===== src/rtl/execute.sv =====
// Execute stage of the 64-bit in-order pipeline.
// Single-cycle ALU ops are combinational. MUL/DIV/REM ops run on an
// iterative shift-add / restoring unit, and stallexe holds the pipeline
// until their result is ready.
package execute_pkg;
  localparam int XW = 64;

  typedef enum logic [4:0] {
    ALU_ADD, ALU_SUB, ALU_AND, ALU_OR, ALU_XOR, ALU_SLL, ALU_SRL, ALU_SRA,
    ALU_SLT, ALU_SLTU, ALU_MUL, ALU_MULH, ALU_MULHU, ALU_MULHSU,
    ALU_DIV, ALU_DIVU, ALU_REM, ALU_REMU
  } alu_func_t;

  typedef struct packed {
    alu_func_t   alufunc;
    logic        wordop;
    logic        memread;
    logic        memwrite;
    logic [1:0]  memsize;
    logic        regwrite;
  } ctl_t;

  typedef struct packed {
    logic          valid;
    logic [XW-1:0] pc;
    logic [31:0]   raw_instr;
    logic [4:0]    dst;
    logic [4:0]    ra1;
    logic [4:0]    ra2;
    logic [XW-1:0] srca;
    logic [XW-1:0] srcb;
    logic [XW-1:0] memwd;
    ctl_t          ctl;
  } decode_data_t;

  typedef struct packed {
    logic          valid;
    logic [XW-1:0] pc;
    logic [31:0]   raw_instr;
    logic [4:0]    dst;
    logic [4:0]    ra1;
    logic [4:0]    ra2;
    logic [XW-1:0] aluout;
    logic [XW-1:0] memwd;
    ctl_t          ctl;
  } execute_data_t;
endpackage

module execute
  import execute_pkg::*;
#(
  parameter int XLEN = XW,
  parameter int ITER = 64
) (
  input  logic          clk,
  input  logic          reset,
  input  decode_data_t  dataD,
  input  logic          flush,
  input  logic          stallmem,
  output execute_data_t dataE,
  output logic          stallexe
);
  localparam int SH_W  = $clog2(XLEN);
  localparam int CNT_W = $clog2(ITER);

  typedef enum logic [1:0] {IDLE, BUSY, DONE} state_t;

  state_t            state_q, state_d;
  logic [CNT_W-1:0]  count_q, count_d;
  logic [2*XLEN-1:0] acc_q, acc_d;      // {hi, lo}: product, or {remainder, quotient}
  logic [XLEN-1:0]   opb_q, opb_d;      // multiplicand magnitude or divisor magnitude
  logic [XLEN-1:0]   result_q, result_d;
  alu_func_t         func_q, func_d;
  logic              wordop_q, wordop_d;
  logic              negq_q, negq_d;    // negate product / quotient at the end
  logic              negr_q, negr_d;    // negate remainder at the end
  logic              stall_c;

  function automatic logic [XLEN-1:0] sext32(input logic [31:0] x);
    return {{(XLEN-32){x[31]}}, x};
  endfunction

  function automatic logic [XLEN-1:0] wfix(input logic [XLEN-1:0] x, input logic w);
    return w ? sext32(x[31:0]) : x;
  endfunction

  function automatic logic [XLEN-1:0] mag(input logic [XLEN-1:0] x, input logic sgn);
    return (sgn && x[XLEN-1]) ? -x : x;
  endfunction

  // One shift-add step: add multiplicand into the high half when the
  // current multiplier bit is set, then shift the whole accumulator right.
  function automatic logic [2*XLEN-1:0] mul_step(input logic [2*XLEN-1:0] acc,
                                                 input logic [XLEN-1:0]   mcand);
    logic [XLEN:0] hi;
    hi = {1'b0, acc[2*XLEN-1:XLEN]} + (acc[0] ? {1'b0, mcand} : '0);
    return {hi, acc[XLEN-1:1]};
  endfunction

  // One restoring-division step on {remainder, quotient}; the shifted
  // remainder needs XLEN+1 bits because it can exceed 2^XLEN-1.
  function automatic logic [2*XLEN-1:0] div_step(input logic [2*XLEN-1:0] acc,
                                                 input logic [XLEN-1:0]   dvs);
    logic [XLEN:0]   hi;
    logic [XLEN+1:0] trial;
    logic            ge;
    hi    = acc[2*XLEN-1:XLEN-1];
    trial = {1'b0, hi} - {2'b00, dvs};
    ge    = ~trial[XLEN+1];
    return {(ge ? trial[XLEN-1:0] : hi[XLEN-1:0]), acc[XLEN-2:0], ge};
  endfunction

  // Apply sign fix-up, select the result half and word-extend.
  function automatic logic [XLEN-1:0] finalize(input alu_func_t f, input logic w,
                                               input logic nq, input logic nr,
                                               input logic [2*XLEN-1:0] acc);
    logic [2*XLEN-1:0] prod;
    logic [XLEN-1:0]   quo, rem, res;
    prod = nq ? -acc : acc;
    quo  = nq ? -acc[XLEN-1:0] : acc[XLEN-1:0];
    rem  = nr ? -acc[2*XLEN-1:XLEN] : acc[2*XLEN-1:XLEN];
    case (f)
      ALU_MUL:                        res = prod[XLEN-1:0];
      ALU_MULH, ALU_MULHU, ALU_MULHSU: res = prod[2*XLEN-1:XLEN];
      ALU_DIV, ALU_DIVU:              res = quo;
      default:                        res = rem;
    endcase
    return wfix(res, w);
  endfunction

  alu_func_t        func_c;
  logic             wop_c, is_mul_c, is_div_c, is_rem_c, a_sgn_c, b_sgn_c, div0_c, ovf_c;
  logic [XLEN-1:0]  a_ext_c, b_ext_c, alu_c;
  logic [SH_W-1:0]  sh_c;
  logic [4:0]       shw_c;
  logic [31:0]      r32_c;
  logic signed [31:0] a32s_c;

  // Operand classification, W-form extension and special-case detection.
  always_comb begin
    func_c   = dataD.ctl.alufunc;
    wop_c    = dataD.ctl.wordop;
    is_mul_c = func_c inside {ALU_MUL, ALU_MULH, ALU_MULHU, ALU_MULHSU};
    is_div_c = func_c inside {ALU_DIV, ALU_DIVU, ALU_REM, ALU_REMU};
    is_rem_c = func_c inside {ALU_REM, ALU_REMU};
    a_sgn_c  = func_c inside {ALU_MUL, ALU_MULH, ALU_MULHSU, ALU_DIV, ALU_REM};
    b_sgn_c  = func_c inside {ALU_MUL, ALU_MULH, ALU_DIV, ALU_REM};
    a_ext_c  = wop_c ? (a_sgn_c ? sext32(dataD.srca[31:0]) : {{(XLEN-32){1'b0}}, dataD.srca[31:0]})
                     : dataD.srca;
    b_ext_c  = wop_c ? (b_sgn_c ? sext32(dataD.srcb[31:0]) : {{(XLEN-32){1'b0}}, dataD.srcb[31:0]})
                     : dataD.srcb;
    div0_c   = (b_ext_c == '0);
    ovf_c    = (func_c inside {ALU_DIV, ALU_REM}) &&
               (wop_c ? (a_ext_c[31:0] == 32'h8000_0000 && b_ext_c[31:0] == '1)
                      : (a_ext_c == {1'b1, {(XLEN-1){1'b0}}} && b_ext_c == '1));
  end

  // Single-cycle ALU, 64-bit and word forms.
  always_comb begin
    sh_c   = dataD.srcb[SH_W-1:0];
    shw_c  = dataD.srcb[4:0];
    a32s_c = dataD.srca[31:0];
    case (func_c)
      ALU_SUB:  alu_c = dataD.srca - dataD.srcb;
      ALU_AND:  alu_c = dataD.srca & dataD.srcb;
      ALU_OR:   alu_c = dataD.srca | dataD.srcb;
      ALU_XOR:  alu_c = dataD.srca ^ dataD.srcb;
      ALU_SLL:  alu_c = dataD.srca << sh_c;
      ALU_SRL:  alu_c = dataD.srca >> sh_c;
      ALU_SRA:  alu_c = $signed(dataD.srca) >>> sh_c;
      ALU_SLT:  alu_c = {{(XLEN-1){1'b0}}, $signed(dataD.srca) < $signed(dataD.srcb)};
      ALU_SLTU: alu_c = {{(XLEN-1){1'b0}}, dataD.srca < dataD.srcb};
      default:  alu_c = dataD.srca + dataD.srcb;
    endcase
    case (func_c)
      ALU_ADD: r32_c = dataD.srca[31:0] + dataD.srcb[31:0];
      ALU_SUB: r32_c = dataD.srca[31:0] - dataD.srcb[31:0];
      ALU_SLL: r32_c = dataD.srca[31:0] << shw_c;
      ALU_SRL: r32_c = dataD.srca[31:0] >> shw_c;
      ALU_SRA: r32_c = a32s_c >>> shw_c;
      default: r32_c = alu_c[31:0];
    endcase
    if (wop_c) alu_c = sext32(r32_c);
  end

  // Iterative unit FSM: next state, operand capture, iteration and stall.
  always_comb begin
    state_d  = state_q;
    count_d  = count_q;
    acc_d    = acc_q;
    opb_d    = opb_q;
    result_d = result_q;
    func_d   = func_q;
    wordop_d = wordop_q;
    negq_d   = negq_q;
    negr_d   = negr_q;
    stall_c  = 1'b0;
    case (state_q)
      IDLE: begin
        if (dataD.valid && (is_mul_c || is_div_c) && !flush) begin
          stall_c  = 1'b1;
          func_d   = func_c;
          wordop_d = wop_c;
          count_d  = '0;
          negq_d   = (a_sgn_c & a_ext_c[XLEN-1]) ^ (b_sgn_c & b_ext_c[XLEN-1]);
          negr_d   = a_sgn_c & a_ext_c[XLEN-1];
          if (is_div_c && div0_c) begin
            result_d = wfix(is_rem_c ? a_ext_c : '1, wop_c);
            state_d  = DONE;
          end else if (ovf_c) begin
            result_d = wfix(is_rem_c ? '0 : a_ext_c, wop_c);
            state_d  = DONE;
          end else begin
            state_d = BUSY;
            if (is_mul_c) begin
              acc_d = {{XLEN{1'b0}}, mag(b_ext_c, b_sgn_c)};
              opb_d = mag(a_ext_c, a_sgn_c);
            end else begin
              acc_d = {{XLEN{1'b0}}, mag(a_ext_c, a_sgn_c)};
              opb_d = mag(b_ext_c, b_sgn_c);
            end
          end
        end
      end
      BUSY: begin
        stall_c = 1'b1;
        count_d = count_q + CNT_W'(1);
        acc_d   = (func_q inside {ALU_MUL, ALU_MULH, ALU_MULHU, ALU_MULHSU})
                  ? mul_step(acc_q, opb_q) : div_step(acc_q, opb_q);
        if (count_q == CNT_W'(ITER-1)) begin
          state_d  = DONE;
          result_d = finalize(func_q, wordop_q, negq_q, negr_q, acc_d);
        end
      end
      DONE: begin
        if (!stallmem) state_d = IDLE;
      end
      default: state_d = IDLE;
    endcase
    if (flush) begin
      state_d = IDLE;
      stall_c = 1'b0;
    end
  end

  // State and datapath registers.
  always_ff @(posedge clk) begin
    if (reset) begin
      state_q  <= IDLE;
      count_q  <= '0;
      acc_q    <= '0;
      opb_q    <= '0;
      result_q <= '0;
      func_q   <= ALU_ADD;
      wordop_q <= 1'b0;
      negq_q   <= 1'b0;
      negr_q   <= 1'b0;
    end else begin
      state_q  <= state_d;
      count_q  <= count_d;
      acc_q    <= acc_d;
      opb_q    <= opb_d;
      result_q <= result_d;
      func_q   <= func_d;
      wordop_q <= wordop_d;
      negq_q   <= negq_d;
      negr_q   <= negr_d;
    end
  end

  // Output bundle: pass-through fields, result select and valid gating.
  always_comb begin
    stallexe        = stall_c & ~reset;
    dataE.valid     = dataD.valid & ~flush & ~stallexe & ~reset;
    dataE.pc        = dataD.pc;
    dataE.raw_instr = dataD.raw_instr;
    dataE.dst       = dataD.dst;
    dataE.ra1       = dataD.ra1;
    dataE.ra2       = dataD.ra2;
    dataE.memwd     = dataD.memwd;
    dataE.ctl       = dataD.ctl;
    dataE.aluout    = (state_q == DONE) ? result_q : alu_c;
  end
endmodule


===== config.mk =====
export PLATFORM = sky130hd
export DESIGN_NAME = execute
export DESIGN_NICKNAME = d
export VERILOG_FILES = /design/src/rtl/execute.sv
export SDC_FILE = /design/constraint.sdc
export NUM_CORES = 2
export LEC_CHECK = 0
export CAP_MARGIN = 10
export CORE_MARGIN = 1.5
export CORE_UTILIZATION = 30
export CTS_CLUSTER_SIZE = 14
export DETAILED_ROUTE_END_ITERATION = 8
export PLACE_DENSITY_LB_ADDON = 0.05
export SYNTH_ARGS = -nofsm -noshare
export SYNTH_HDL_FRONTEND = slang
export SYNTH_SLANG_ARGS = --single-unit

===== constraint.sdc =====
create_clock -name clk -period 10 [get_ports clk]
set_clock_uncertainty 0.15 [all_clocks]
set_input_delay 1.5 -clock clk [delete_from_list [all_inputs] [get_ports clk]]
set_output_delay 1.5 -clock clk [all_outputs]
set_load 0.03 [all_outputs]

==> run summary <==
The final core utilization is 33.0%. The final clock period utilization by the worst path came out at a little over nine tenths. The maximum root-to-sink buffer count is 3.

The total detailed-routing wirelength came out at 361,000 µm. The async set-or-reset flop fraction in the synthesized netlist is 0%. The post-synthesis cell count is 8,539. The sequential group share of total power came out at between 10% and 20%.

The later-pin clock latency in the skew report is 0.60 ns. The violation count after the first detailed-route iteration is between 7k and 8k. The total count of max-transition violations in the final report came to 0.

Before CTS, the worst setup slack after placement is 0.288 ns. The buffer count from post-CTS setup fixing is 0. The sequential-to-total area share from yosys stat came out at just under 10%. VDD sags by at most 0.0932 mV.

The critical path arrival came out at approximately 8 ns. In the final timing run, aggregate negative setup slack is 0 ns. The number of warnings printed during yosys synthesis came out at 0. The worst endpoint required time is about 8.4 ns. Clock-pin slew was measured on the worst setup and hold paths at 0.06 ns. Summing all non-filler instances in the final layout gives an area of 0.0612 mm².

The category of the worst setup path capture point is an output port. The number of buffers created by CTS is 35. The area growth from synthesis to layout is 9.02%. The worst setup path is of the input pin to output port kind. The final non-filler cell total is between 10k and 15k.

The slew at the pin closest to its max-slew limit is 1.32 ns. The sum of overflow across all layers after global routing is 0. The flow ran to the end, and the final reports show no timing, DRC or antenna violations.

The worst setup slack after layout is 0.488 ns. TritonCTS built the clock tree. For this run, the leading register cell type out of synthesis is sky130_fd_sc_hd__dfxtp_1. The post-detailed-placement cell area came out at 0.0601 mm². The netlist area before placement came out at approximately 0.056 mm². The number of I/O pins came out at 571. The power density relative to cell area is approximately 120 mW/mm². The floorplan row count came out at 158. The detail route stage leaves a number of antenna-violating nets equal to 0. Combinational logic burns 66.3% of the power. The max-slew headroom at the worst pin is 10.1%. The clock network is responsible for 18.1% of the overall power.

The net count of the finished layout is 8,941. The via density per instance came out at 6.31. The final weighted congestion in routability-driven placement came out at 1.02.

The total of max-cap violations came out at 0. Yosys mapped the design onto between 100 and 150 distinct sky130hd cell types. The core region area came out at 0.186 mm². In this run the vertical extent of the chip is 436 µm. The internal power consumption came out at 0.00331 W. The depth of the CTS H-tree came out at 2. The via count of the first global-routing pass came out at 63.8k. The net count after synthesis came out at 9,220. Setup repair after global routing left no endpoint under its margin.

The filler cells instantiated in the layout total ~21k. The leakage power is about 24 nW. The proportion of layout cells with a drive suffix above 1 is 8.27%. The initial core utilization came out at 30.3%. Buffers placed on the I/O ports in this run total 210.

The cell chosen for the clock root is sky130_fd_sc_hd__clkbuf_16. The number of endpoints with negative hold slack in the final report is 0. The floorplan die area is 0.190 mm². The analysis attributes to net switching a power of 0.00400 W.

The clock period could shrink to 9.51 ns. The class of the tightest hold or removal check is flip-flop to flip-flop. The switching power as a share of total power is approximately 55%. The slack of the worst reg-to-reg path came out at 1.21 ns. The clock drives 272 sinks. The total number of vias came out at 68.1k. Entering global routing, the biggest net connects 113 pins. In the final routed layout, each cell accounts on average for ~33 µm.

The launching element type of the critical path is an input pin. Timing would allow up to 105 MHz. The detailed-route DRC error count came out at 0. The post-detailed-placement half-perimeter wirelength came out at 288,000 µm. After synthesis, the mean cell area works out to 6.58 µm².

The first TritonRoute pass finished after 6 iterations. The number of placed cells counting well taps came out at 10.7k. The total setup violations reported at the end of the flow is 0.

The overall track demand over capacity in global routing is 36.1%. Along the worst path, the maximum fanout reaches 7. The number of storage elements in the synthesis netlist is 272.

The first global-routing pass estimated 500,000 µm of wire. The number of flops mapped to enable cells by yosys is 0. The overall die width is 436 µm. The initial antenna violation count is 38.
## Yosys cell counts (all sizes together), types with 45 or more instances
| cell type | n | area [µm²] |
|---|---|---|
| o31ai | 112 | 926 |
| or3 | 79 | 504 |
| nor3 | 224 | 1160 |
| nand2b | 62 | 388 |
| and3 | 52 | 325 |
| a211oi | 177 | 1350 |
| nor2 | 1066 | 4020 |
| inv | 326 | 1220 |
| a31oi | 112 | 732 |
| o21a | 70 | 526 |
| o221ai | 48 | 427 |
| clkbuf | 503 | 1890 |
| dfxtp | 272 | 5450 |
| ha | 357 | 4470 |
| xor2 | 111 | 980 |
| o21ai | 698 | 3510 |
| mux2i | 254 | 2550 |
| o21bai | 66 | 495 |
| o211ai | 171 | 1280 |
| nand4 | 131 | 841 |
| a21oi | 800 | 4010 |
| nand2 | 864 | 3240 |
| a221oi | 67 | 618 |
| o22ai | 68 | 425 |
| nor4 | 58 | 418 |
| a22oi | 87 | 653 |
| and2 | 89 | 557 |
| nand3 | 176 | 918 |
| a21o | 129 | 968 |
| a2111oi | 45 | 419 |
| xnor2 | 330 | 2890 |
| buf | 338 | 2140 |
## layout make-up
class | count | area, µm² | area share, %
Multi-Input combinational cell | 7094 | 45700 | 74.6
Sequential cell | 272 | 5450 | 8.90
Timing Repair Buffer | 525 | 4600 | 7.51
Tap cell | 2480 | 3100 | 5.07
Inverter | 332 | 1250 | 2.05
Clock buffer | 52 | 1030 | 1.68
Clock inverter | 11 | 87.6 | 0.143
Antenna cell | 16 | 40.0 | 0.0654
## cell families after synthesis
kind of cell | count (synthesis) | synth area share (%)
xor gates and xnor gates | 441 | 6.89
buffers and inverters | 1173 | 9.40
muxes | 331 | 6.87
and+or+nand+nor | 2970 | 24.3
AOI/OAI and AO/OA | 2990 | 34.7
DFF | 272 | 9.70
adders and majority gates | 362 | 8.13
## routing by layer
metal / share of wire, % / global-route usage (%) / vias to the layer above
met5: 0.032 / 0 / -
met4: 7.0 / 22.1 / 16
met3: 6.9 / 4.29 / 767
met2: 44 / 56.9 / 3464
met1: 42 / 46.8 / 33334
li1: - / - / 30490
## placed cells by master, fill, tap and decap left out, types with 129 or more instances in the layout
master	Yosys	routed
sky130_fd_sc_hd__clkdlybuf4s50_1	0	149
sky130_fd_sc_hd__a21o_1	129	129
sky130_fd_sc_hd__nand3_1	170	170
sky130_fd_sc_hd__o211ai_1	171	171
sky130_fd_sc_hd__nand4_1	129	129
sky130_fd_sc_hd__nand2_1	864	859
sky130_fd_sc_hd__buf_4	193	350
sky130_fd_sc_hd__ha_1	357	357
sky130_fd_sc_hd__o21ai_0	650	646
sky130_fd_sc_hd__dfxtp_1	272	269
sky130_fd_sc_hd__a211oi_1	175	173
sky130_fd_sc_hd__inv_1	323	322
sky130_fd_sc_hd__nor2_1	1063	1053
sky130_fd_sc_hd__nor3_1	218	213
sky130_fd_sc_hd__xnor2_1	330	330
sky130_fd_sc_hd__mux2i_1	252	252
sky130_fd_sc_hd__a21oi_1	798	795
## path summary, 6_finish.rpt
| check | startpoint | end | cells after the start |
|---|---|---|---|
| worst max-delay path | dataD[10] | dataE[103] | 26 |
| worst min-delay path | func_q[0]$_SDFFE_PP0P_ | func_q[0]$_SDFFE_PP0P_ | 2 |
| worst max register to register | acc_q[0]$_SDFFE_PP0P_ | result_q[59]$_SDFFE_PP0P_ | 17 |
| worst min register to register | func_q[0]$_SDFFE_PP0P_ | func_q[0]$_SDFFE_PP0P_ | 2 |
## worst max-delay path: stages
cell	delay, ns
sky130_fd_sc_hd__clkdlybuf4s50_1	0.45
sky130_fd_sc_hd__nor2_1	0.18
sky130_fd_sc_hd__nand2_1	0.42
sky130_fd_sc_hd__nor2_4	0.39
sky130_fd_sc_hd__buf_4	0.23
sky130_fd_sc_hd__mux2i_1	0.12
sky130_fd_sc_hd__fa_1	0.45
sky130_fd_sc_hd__a21o_1	0.18
sky130_fd_sc_hd__a21oi_1	0.31
sky130_fd_sc_hd__o21bai_1	0.11
sky130_fd_sc_hd__a21oi_1	0.27
sky130_fd_sc_hd__o21bai_1	0.11
sky130_fd_sc_hd__buf_4	0.16
sky130_fd_sc_hd__a2111oi_2	0.42
sky130_fd_sc_hd__o21ai_0	0.24
sky130_fd_sc_hd__nand3_1	0.16
sky130_fd_sc_hd__a31oi_1	0.15
sky130_fd_sc_hd__a31o_2	0.28
sky130_fd_sc_hd__a21oi_1	0.30
sky130_fd_sc_hd__o21ai_0	0.13
sky130_fd_sc_hd__a21oi_1	0.18
sky130_fd_sc_hd__xnor2_1	0.08
sky130_fd_sc_hd__a2111oi_0	0.57
sky130_fd_sc_hd__nor3_1	0.09
sky130_fd_sc_hd__buf_4	0.20
sky130_fd_sc_hd__buf_12	0.14
## stage by stage
stage                     power (W)  hold WS, ns
after floorplan             0.00407        0.270
after global placement      0.00588        0.293
after detailed placement    0.00585        0.300
after CTS                   0.00721        0.314
after global routing        0.00756        0.344
final                       0.00731        0.312
## sequential cells by signal, summed over array words and instances, names as in the netlist
signal and cells:
acc_q 128, opb_q 64, result_q 64, count_q 6, func_q 5, state_q 2
negq_q 1, negr_q 1, wordop_q 1
## repair_timing
item	4_1_cts	5_1_grt
gates resized for setup	0	2
endpoints found under the setup margin	0	1
hold buffers	0	0
## power groups by stage
stage	Sequential [W]	Clock, W	Combinational [W]
after floorplan	0.00115	0	0.00292
after global placement	0.00116	0	0.00471
after detailed placement	0.00116	0	0.00469
after CTS	0.00114	0.00135	0.00472
after global routing	0.00114	0.00138	0.00504
final	0.00114	0.00132	0.00484
Note: power is estimated with default switching activity, not from simulation.
